[src/rtl/rtc_pkg.sv]
// ============================================================================
// Module   : rtc_pkg
// Brief    : Shared widths, moduli, state encoding and range check for the
//            real-time clock sequencer.
// Revision : 1.0 - initial release
// ============================================================================
`default_nettype none

package rtc_pkg;

    localparam int SEC_W   = 6;
    localparam int MIN_W   = 6;
    localparam int HR_W    = 5;
    localparam int SEC_MOD = 60;
    localparam int MIN_MOD = 60;
    localparam int HR_MOD  = 24;

    typedef enum logic [1:0] {
        IDLE = 2'd0,
        RUN  = 2'd1,
        LOAD = 2'd2
    } state_t;

    function automatic logic time_legal(
        input logic [SEC_W-1:0] sec,
        input logic [MIN_W-1:0] min,
        input logic [HR_W-1:0]  hr
    );
        return (sec < SEC_W'(SEC_MOD)) && (min < MIN_W'(MIN_MOD)) && (hr < HR_W'(HR_MOD));
    endfunction

endpackage

`default_nettype wire

[src/rtl/mod_n_counter.sv]
// ============================================================================
// Module   : mod_n_counter
// Brief    : Loadable modulo-N counter; carry flags the N-1 -> 0 wrap.
// Revision : 1.0 - initial release
// ============================================================================
`default_nettype none

module mod_n_counter #(
    parameter int N = 60,
    parameter int W = 6
) (
    input  logic         clk,
    input  logic         rst,
    input  logic         inc_i,
    input  logic         load_i,
    input  logic [W-1:0] load_val_i,
    output logic [W-1:0] value_o,
    output logic         carry_o
);

    localparam logic [W-1:0] c_max = W'(N - 1);

    logic [W-1:0] r_value_q;
    logic [W-1:0] w_value_d;

    always_comb begin
        w_value_d = r_value_q;
        if (load_i) begin
            w_value_d = load_val_i;
        end else if (inc_i) begin
            w_value_d = (r_value_q == c_max) ? '0 : r_value_q + 1'b1;
        end
    end

    always_ff @(posedge clk) begin
        if (rst) begin
            r_value_q <= '0;
        end else begin
            r_value_q <= w_value_d;
        end
    end

    assign value_o = r_value_q;
    assign carry_o = inc_i && (r_value_q == c_max);

endmodule

`default_nettype wire

[src/rtl/rtc_sequencer.sv]
// ============================================================================
// Module   : rtc_sequencer
// Brief    : Prescaler, run/stop/load FSM and set-vs-tick arbitration for a
//            cascaded sec/min/hr real-time clock.
// Revision : 1.0 - initial release
// ============================================================================
`default_nettype none

module rtc_sequencer
    import rtc_pkg::*;
#(
    parameter int TICK_DIV = 100_000_000
) (
    input  logic             clk,
    input  logic             reset,
    input  logic             run_i,
    input  logic             set_valid_i,
    output logic             set_ready_o,
    input  logic [SEC_W-1:0] set_sec_i,
    input  logic [MIN_W-1:0] set_min_i,
    input  logic [HR_W-1:0]  set_hr_i,
    output logic [SEC_W-1:0] sec_o,
    output logic [MIN_W-1:0] min_o,
    output logic [HR_W-1:0]  hr_o,
    output logic             tick_o,
    output logic             rollover_o,
    output logic             err_o
);

    localparam int               c_presc_w = (TICK_DIV > 2) ? $clog2(TICK_DIV) : 1;
    localparam logic [c_presc_w-1:0] c_presc_last = c_presc_w'(TICK_DIV - 1);

    state_t               r_state_q, w_state_d;
    logic [c_presc_w-1:0] r_presc_q, w_presc_d;
    logic [SEC_W-1:0]     r_pend_sec_q, w_pend_sec_d;
    logic [MIN_W-1:0]     r_pend_min_q, w_pend_min_d;
    logic [HR_W-1:0]      r_pend_hr_q, w_pend_hr_d;
    logic                 r_tick_q, r_roll_q, r_err_q, w_err_d;

    logic w_accept, w_wrap, w_inc, w_load, w_legal;
    logic w_sec_carry, w_min_carry, w_hr_carry;

    assign set_ready_o = (r_state_q != LOAD);
    assign w_accept    = set_valid_i && set_ready_o;
    assign w_wrap      = (r_state_q == RUN) && (r_presc_q == c_presc_last);
    // An accepted set swallows a coincident wrap: no tick, no carry.
    assign w_inc       = w_wrap && !w_accept;
    assign w_legal     = time_legal(r_pend_sec_q, r_pend_min_q, r_pend_hr_q);
    assign w_load      = (r_state_q == LOAD) && w_legal;

    always_comb begin
        w_state_d    = r_state_q;
        w_presc_d    = r_presc_q;
        w_pend_sec_d = r_pend_sec_q;
        w_pend_min_d = r_pend_min_q;
        w_pend_hr_d  = r_pend_hr_q;
        w_err_d      = 1'b0;
        if (w_accept) begin
            w_pend_sec_d = set_sec_i;
            w_pend_min_d = set_min_i;
            w_pend_hr_d  = set_hr_i;
        end
        unique case (r_state_q)
            IDLE: begin
                if (w_accept)   w_state_d = LOAD;
                else if (run_i) w_state_d = RUN;
            end
            RUN: begin
                w_presc_d = w_wrap ? '0 : r_presc_q + 1'b1;
                if (w_accept)    w_state_d = LOAD;
                else if (!run_i) w_state_d = IDLE;
            end
            LOAD: begin
                if (w_legal) w_presc_d = '0;
                else         w_err_d   = 1'b1;
                w_state_d = run_i ? RUN : IDLE;
            end
            default: w_state_d = IDLE;
        endcase
    end

    always_ff @(posedge clk) begin
        if (reset) begin
            r_state_q    <= IDLE;
            r_presc_q    <= '0;
            r_pend_sec_q <= '0;
            r_pend_min_q <= '0;
            r_pend_hr_q  <= '0;
            r_tick_q     <= 1'b0;
            r_roll_q     <= 1'b0;
            r_err_q      <= 1'b0;
        end else begin
            r_state_q    <= w_state_d;
            r_presc_q    <= w_presc_d;
            r_pend_sec_q <= w_pend_sec_d;
            r_pend_min_q <= w_pend_min_d;
            r_pend_hr_q  <= w_pend_hr_d;
            r_tick_q     <= w_inc;
            r_roll_q     <= w_hr_carry;
            r_err_q      <= w_err_d;
        end
    end

    mod_n_counter #(.N(SEC_MOD), .W(SEC_W)) u_sec (
        .clk        (clk),
        .rst        (reset),
        .inc_i      (w_inc),
        .load_i     (w_load),
        .load_val_i (r_pend_sec_q),
        .value_o    (sec_o),
        .carry_o    (w_sec_carry)
    );

    mod_n_counter #(.N(MIN_MOD), .W(MIN_W)) u_min (
        .clk        (clk),
        .rst        (reset),
        .inc_i      (w_sec_carry),
        .load_i     (w_load),
        .load_val_i (r_pend_min_q),
        .value_o    (min_o),
        .carry_o    (w_min_carry)
    );

    mod_n_counter #(.N(HR_MOD), .W(HR_W)) u_hr (
        .clk        (clk),
        .rst        (reset),
        .inc_i      (w_min_carry),
        .load_i     (w_load),
        .load_val_i (r_pend_hr_q),
        .value_o    (hr_o),
        .carry_o    (w_hr_carry)
    );

    assign tick_o     = r_tick_q;
    assign rollover_o = r_roll_q;
    assign err_o      = r_err_q;

endmodule

`default_nettype wire

[config.mk]
export PLATFORM = sky130hd
export DESIGN_NAME = rtc_sequencer
export DESIGN_NICKNAME = d
export VERILOG_FILES = /design/src/rtl/rtc_pkg.sv /design/src/rtl/mod_n_counter.sv /design/src/rtl/rtc_sequencer.sv
export SDC_FILE = /design/constraint.sdc
export NUM_CORES = 1
export LEC_CHECK = 0
export ABC_AREA = 1
export CAP_MARGIN = 20
export CORE_MARGIN = 5
export CORE_UTILIZATION = 51
export DETAILED_ROUTE_END_ITERATION = 8
export GPL_TIMING_DRIVEN = 0
export PLACE_DENSITY = 0.76
export SLEW_MARGIN = 20
export SYNTH_ARGS = -nofsm -noshare
export SYNTH_HDL_FRONTEND = slang
export SYNTH_SLANG_ARGS = --single-unit
[constraint.sdc]
create_clock -name clk -period 1.5 [get_ports clk]
set_clock_uncertainty 0.05 [all_clocks]
set_input_delay 0.225 -clock clk [delete_from_list [all_inputs] [get_ports clk]]
set_output_delay 0.225 -clock clk [all_outputs]
set_load 0.01 [all_outputs]
==> impl_metrics.ini, run 1 <==
[power]
leakage_nw = 2.18
powerDensity_nw_per_um2 = 731
peakVddDrop_mv = 0.487

[yosys]
syn_avg_cell_area_um2 = 6.48
syn_inst = 567
netlist_area_um2 = 3670
synth_compound_area_frac = 0.127
synth_cell_type_count = 38
synth.mux.area_fraction = 0
synth_ff_type = dfxtp_1
async_flop_share = 0
synth-edff-count = 0
synth_top_family_by_area = simple AND/OR/NAND/NOR gates
yosysSeqAreaShare = 0.360
synth_xor_area_frac = 0.0262
yosysWarnings = 0
synth_seq_cells = 66
syn_nets = 592
synth_fa_ha_area_frac = 0.0136
yosys.area_share.simple = 0.386

[floorplan]
rows = 31
coreArea_um2 = 7140
die_height_um = 94.9
die_width_um = 94.9
num_io_pins = 42
die-area_um2 = 9000
start_util = 0.515

[run_status]
violations = setup timing
status = finished, violations left

[clock_network]
htreeDepth = 3
clock_latency_ns = 0.36
cts_buffers = 9
clk_pin_slew_ns = 0.08
cts_sinks = 66
cts_buffer_depth = 2
cts_tree = yes
cts-root-buf = clkbuf_8

[placed_design]
port_buffers = 41
pre_cts_slack_ns = -0.351
place.gp.congestion = 0.935
hpwlAfterDp_um = 7060

[grt]
antenna_found_initial = 0
grt-ovfl-total = 0
grt_pass1_vias = 3855
grt_usage = 0.245
grt_pass1_wl_um = 17400
grt_max_degree = 15

[detailed_routing]
ant_nets = 0
via_per_inst = 5.43
totalWireLength_um = 11800
drtIter0Drc = 241
route.top_layer_used = met4
vias = 4102
wl_met2_um = 6170
wl_met3_um = 588
drtPass1Iterations = 5
wl_met1_um = 4500
drc = 0
wire_per_inst_um = 15.6

[worst_hold_path]
holdCritPathClass = reg2reg

[worst_setup_path]
timing.critical_path.cells = inv_1 -> nand2_1 -> nor2_1 -> nand2_1 -> nor2_4 -> nand3_4 -> nand2_8 -> nand2_4 -> nand2_1 -> a21oi_1
path_delay_family = simple AND/OR/NAND/NOR gates
worst_path_most_repeated_cell = nand2_1
slowest_delay_ns = 0.35
crit_buf_inv = 1
cpMaxStageDelayCell = dfxtp_2
crit_type = reg2reg
crit_arrival_ns = 1.89
cp-end-kind = register
path_max_fanout = 6
start_kind = register
crit_required_ns = 1.66

[sta]
worst_pin_slew_ns = 0.741
clock.fmax_ghz = 0.576
min_period_ns = 1.73
rsz0062_at_grt = true
slew_viol_final = 0
hold_violations = 0
finalSetupViolCount = 43
whs_ns = 0.374
finalCritPeriodShare = 1.16
tns_ns = -5.97
slew_headroom = 0.506
fin_ws_ns = -0.235

[final_layout]
final_common_cell = nand2_1
nets = 676
diodes = 0
area_growth_pct = 44.3
final_cell_mix = nand2_1 (138), nor2_1 (66), inv_1 (54)
drive_above_1_share = 0.323

[flow_run]
maxCapViolations = 0
## metal layers
metal,up-vias,GRT usage
li1,1985,-
met1,1900,0.291
met2,165,0.426
met3,52,0.0343
met4,0,0.130
met5,-,0
## flip-flops by register name, summed over array words and instances (netlist names)
register	count
u_hr.value_o	5
r_pend_sec_q	6
err_o	1
r_presc_q	27
rollover_o	1
u_min.value_o	6
u_sec.value_o	6
r_state_q	2
r_pend_min_q	6
tick_o	1
r_pend_hr_q	5
## cells by family (layout without fill, tap and decap cells)
kind of cell,after synthesis,in the layout
AO/OA/AOI/OAI,90,90
XOR/XNOR,11,11
adder cells (fa/ha/maj),4,4
buffers and inverters,80,168
flip-flops,66,66
AND/OR/NAND/NOR,316,317
## report_power, final
| group | internal, mW | switching, mW | leakage, nW | total, mW |
|---|---|---|---|---|
| Sequential | 1.81 | 0.0482 | 0.553 | 1.85 |
| Clock | 0.763 | 0.719 | 0.0893 | 1.48 |
| Combinational | 0.232 | 0.307 | 1.54 | 0.539 |
## final cells by class
cell class,instances,area (um2)
tap,99,124
clock buffer,11,131
fill,554,1840
inverter,65,267
buffer,14,115
timing repair buffer,73,679
multi-input combinational,422,2560
clock inverter,5,55.1
sequential,66,1370
## Yosys cell counts, drive strengths merged (2+ instances only)
library cell  count  area, um2
ha                4       50.1
a21oi            40        204
buf               8       48.8
nand3b            5       37.5
o21ai            44        220
xnor2             3       26.3
inv              64        240
nand4             9       56.3
nand2           164        638
o211ai            2       15.0
clkbuf            7       26.3
nand3            43        248
nor3              6       41.3
dfxtp            66       1320
xor2              8       70.1
nor2             86        377
## repair_timing
item,in CTS,in global routing
pin swaps,23,35
cloned,3,0
hold buffers,0,0
buffers inserted,14,16
setup endpoints to repair,80,59
resized for setup,102,119
## final timing paths
kind	from	end	slack, ns	depth (start not counted)
setup / recovery	r_presc_q[12]	u_min.value_o[3]	-0.23	10
hold / removal	r_state_q[1]	r_state_q[1]	0.37	1
hold reg to reg	r_state_q[1]	r_state_q[1]	0.37	1
setup reg to reg	r_presc_q[12]	u_min.value_o[3]	-0.23	10
## stage by stage
step / util / std cells / power [mW] / area (um2)
4_1_cts: 0.679 / 739 / 3.78 / 4850
3_3_place_gp: 0.596 / 707 / 2.26 / 4260
6_report: 0.743 / 755 / 3.87 / 5300
2_1_floorplan: - / 567 / 2.10 / 3720
3_5_place_dp: 0.596 / 707 / 2.27 / 4260
5_1_grt: 0.743 / 755 / 4.00 / 5300
No activity file was read; power rests on OpenSTA's default activity.
==> run 2: changes to the inputs <==
Settings changed: CORE_UTILIZATION 51 to 55, PLACE_DENSITY 0.76 to 0.78.
Clock period 1.5 ns to 1.95 ns, I/O delays scaled along.
==> impl_metrics.ini, run 2 (synthesis gave the netlist of run 1 again) <==
[run_status]
status = complete, no violations

[worst_hold_path]
whs_path_depth = 1
holdCritStartpoint = r_state_q[1]
holdCritPathClass = reg2reg
holdPathEnd = r_state_q[1]

[sta]
tns_ns = 0
whs_ns = 0.401
finalSetupViolCount = 0
min_period_ns = 1.87
finalCritPeriodShare = 0.958
fin_ws_ns = 0.0822
clock.fmax_ghz = 0.535
hold_violations = 0
worst_pin_slew_ns = 0.590
slew_viol_final = 0
slew_headroom = 0.607

[floorplan]
rows = 29
start_util = 0.572
die_width_um = 91.7
num_io_pins = 42
die-area_um2 = 8410
die_height_um = 91.7
coreArea_um2 = 6420

[final_layout]
fin_util = 0.695
final_cell_mix = nand2_1 (157), nor2_1 (75), dfxtp_1 (64)
largest-register = r_presc_q
diodes = 0
nets = 644
drive_above_1_share = 0.0817
area_growth_pct = 21.5
final_common_cell = nand2_1
largest_reg_flops = 27

[detailed_routing]
ant_nets = 0
totalWireLength_um = 9400
via_per_inst = 5.27
drtIter0Drc = 136
drc = 0
wire_per_inst_um = 13.4
drtPass1Iterations = 5
vias = 3692

[worst_setup_path]
cp-end-kind = primary output
crit_type = reg2out
r2r_end = u_hr.value_o[2]
ff2ff_path_depth = 11
start_kind = register
path_max_fanout = 3
r2r_setup_slack_ns = 0.14
crit_required_ns = 1.61
regToRegStartpoint = r_presc_q[0]
crit_arrival_ns = 1.53

[placed_design]
port_buffers = 41
pre_cts_slack_ns = -0.00350
hpwlAfterDp_um = 7000
place.gp.congestion = 0.947

[clock_network]
clock_latency_ns = 0.35
post-cts-setup-buffers = 0
cts_buffers = 9
clk_pin_slew_ns = 0.07
cts_tree = yes
cts_sinks = 66
cts_buffer_depth = 2
htreeDepth = 3
cts-root-buf = clkbuf_8

[power]
leakage_nw = 1.78
powerDensity_nw_per_um2 = 711
peakVddDrop_mv = 0.403
power_mw = 3.17

[grt]
grt_pass1_vias = 3516
grt_max_degree = 12
grt-ovfl-total = 0
grt_usage = 0.233
grt_pass1_wl_um = 16000
antenna_found_initial = 0

[flow_run]
maxCapViolations = 0
[run 2: how the worst max path moves through the flow]
stage	startpoint	endpoint	slack, ns	depth (start not counted)
after floorplan	r_presc_q[0]	u_min.value_o[4]	0.33	10
after global placement	reset	u_hr.value_o[3]	0.04	7
after detailed placement	reset	u_hr.value_o[3]	-0.004	7
after CTS	r_presc_q[0]	u_min.value_o[4]	0.02	10
after global routing	u_min.value_o[0]	u_hr.value_o[4]	-0.02	9
final	r_state_q[1]	set_ready_o	0.08	4
[run 2: cell type report]
cell class | instances | area, um2
plain buffers | 15 | 75.1
inverters | 65 | 244
flip-flops and latches | 66 | 1320
repair buffers | 41 | 410
clock inverters | 4 | 97.6
multi-input cells | 421 | 2060
clock buffers | 12 | 155
fillers | 568 | 1960
well taps | 77 | 96.3
[run 2: routing by layer]
| layer | GRT usage | part of all wire | vias to the layer above |
|---|---|---|---|
| met5 | 0 | 0 | - |
| met4 | 0.111 | 0.024 | 0 |
| met3 | 0.0336 | 0.047 | 22 |
| met2 | 0.400 | 0.49 | 93 |
| met1 | 0.285 | 0.43 | 1651 |
| li1 | - | - | 1926 |
[run 2: where the power goes]
group / switching [mW] / total (mW) / internal, mW
registers: 0.0330 / 1.42 / 1.39
logic: 0.173 / 0.295 / 0.122
clock network: 0.536 / 1.46 / 0.920
total: 0.742 / 3.17 / 2.43
[run 2: critical path, cell delays in order (launching register included)]
cell and delay [ns]:
dfxtp_1 0.36, inv_1 0.08, nor2_2 0.15, inv_1 0.11
clkdlybuf4s50_1 0.49
[run 2: repair_timing]
| item | in CTS | in global routing |
|---|---|---|
| hold buffers | 0 | 0 |
| setup endpoints to repair | 0 | 41 |
| resized for setup | 0 | 9 |
[run 2: metrics by stage]
stage / std cells / cell area (um2)
3_3_place_gp: 685 / 4180
6_report: 701 / 4460
5_1_grt: 701 / 4460
4_1_cts: 701 / 4430
2_1_floorplan: 567 / 3670
3_5_place_dp: 685 / 4180
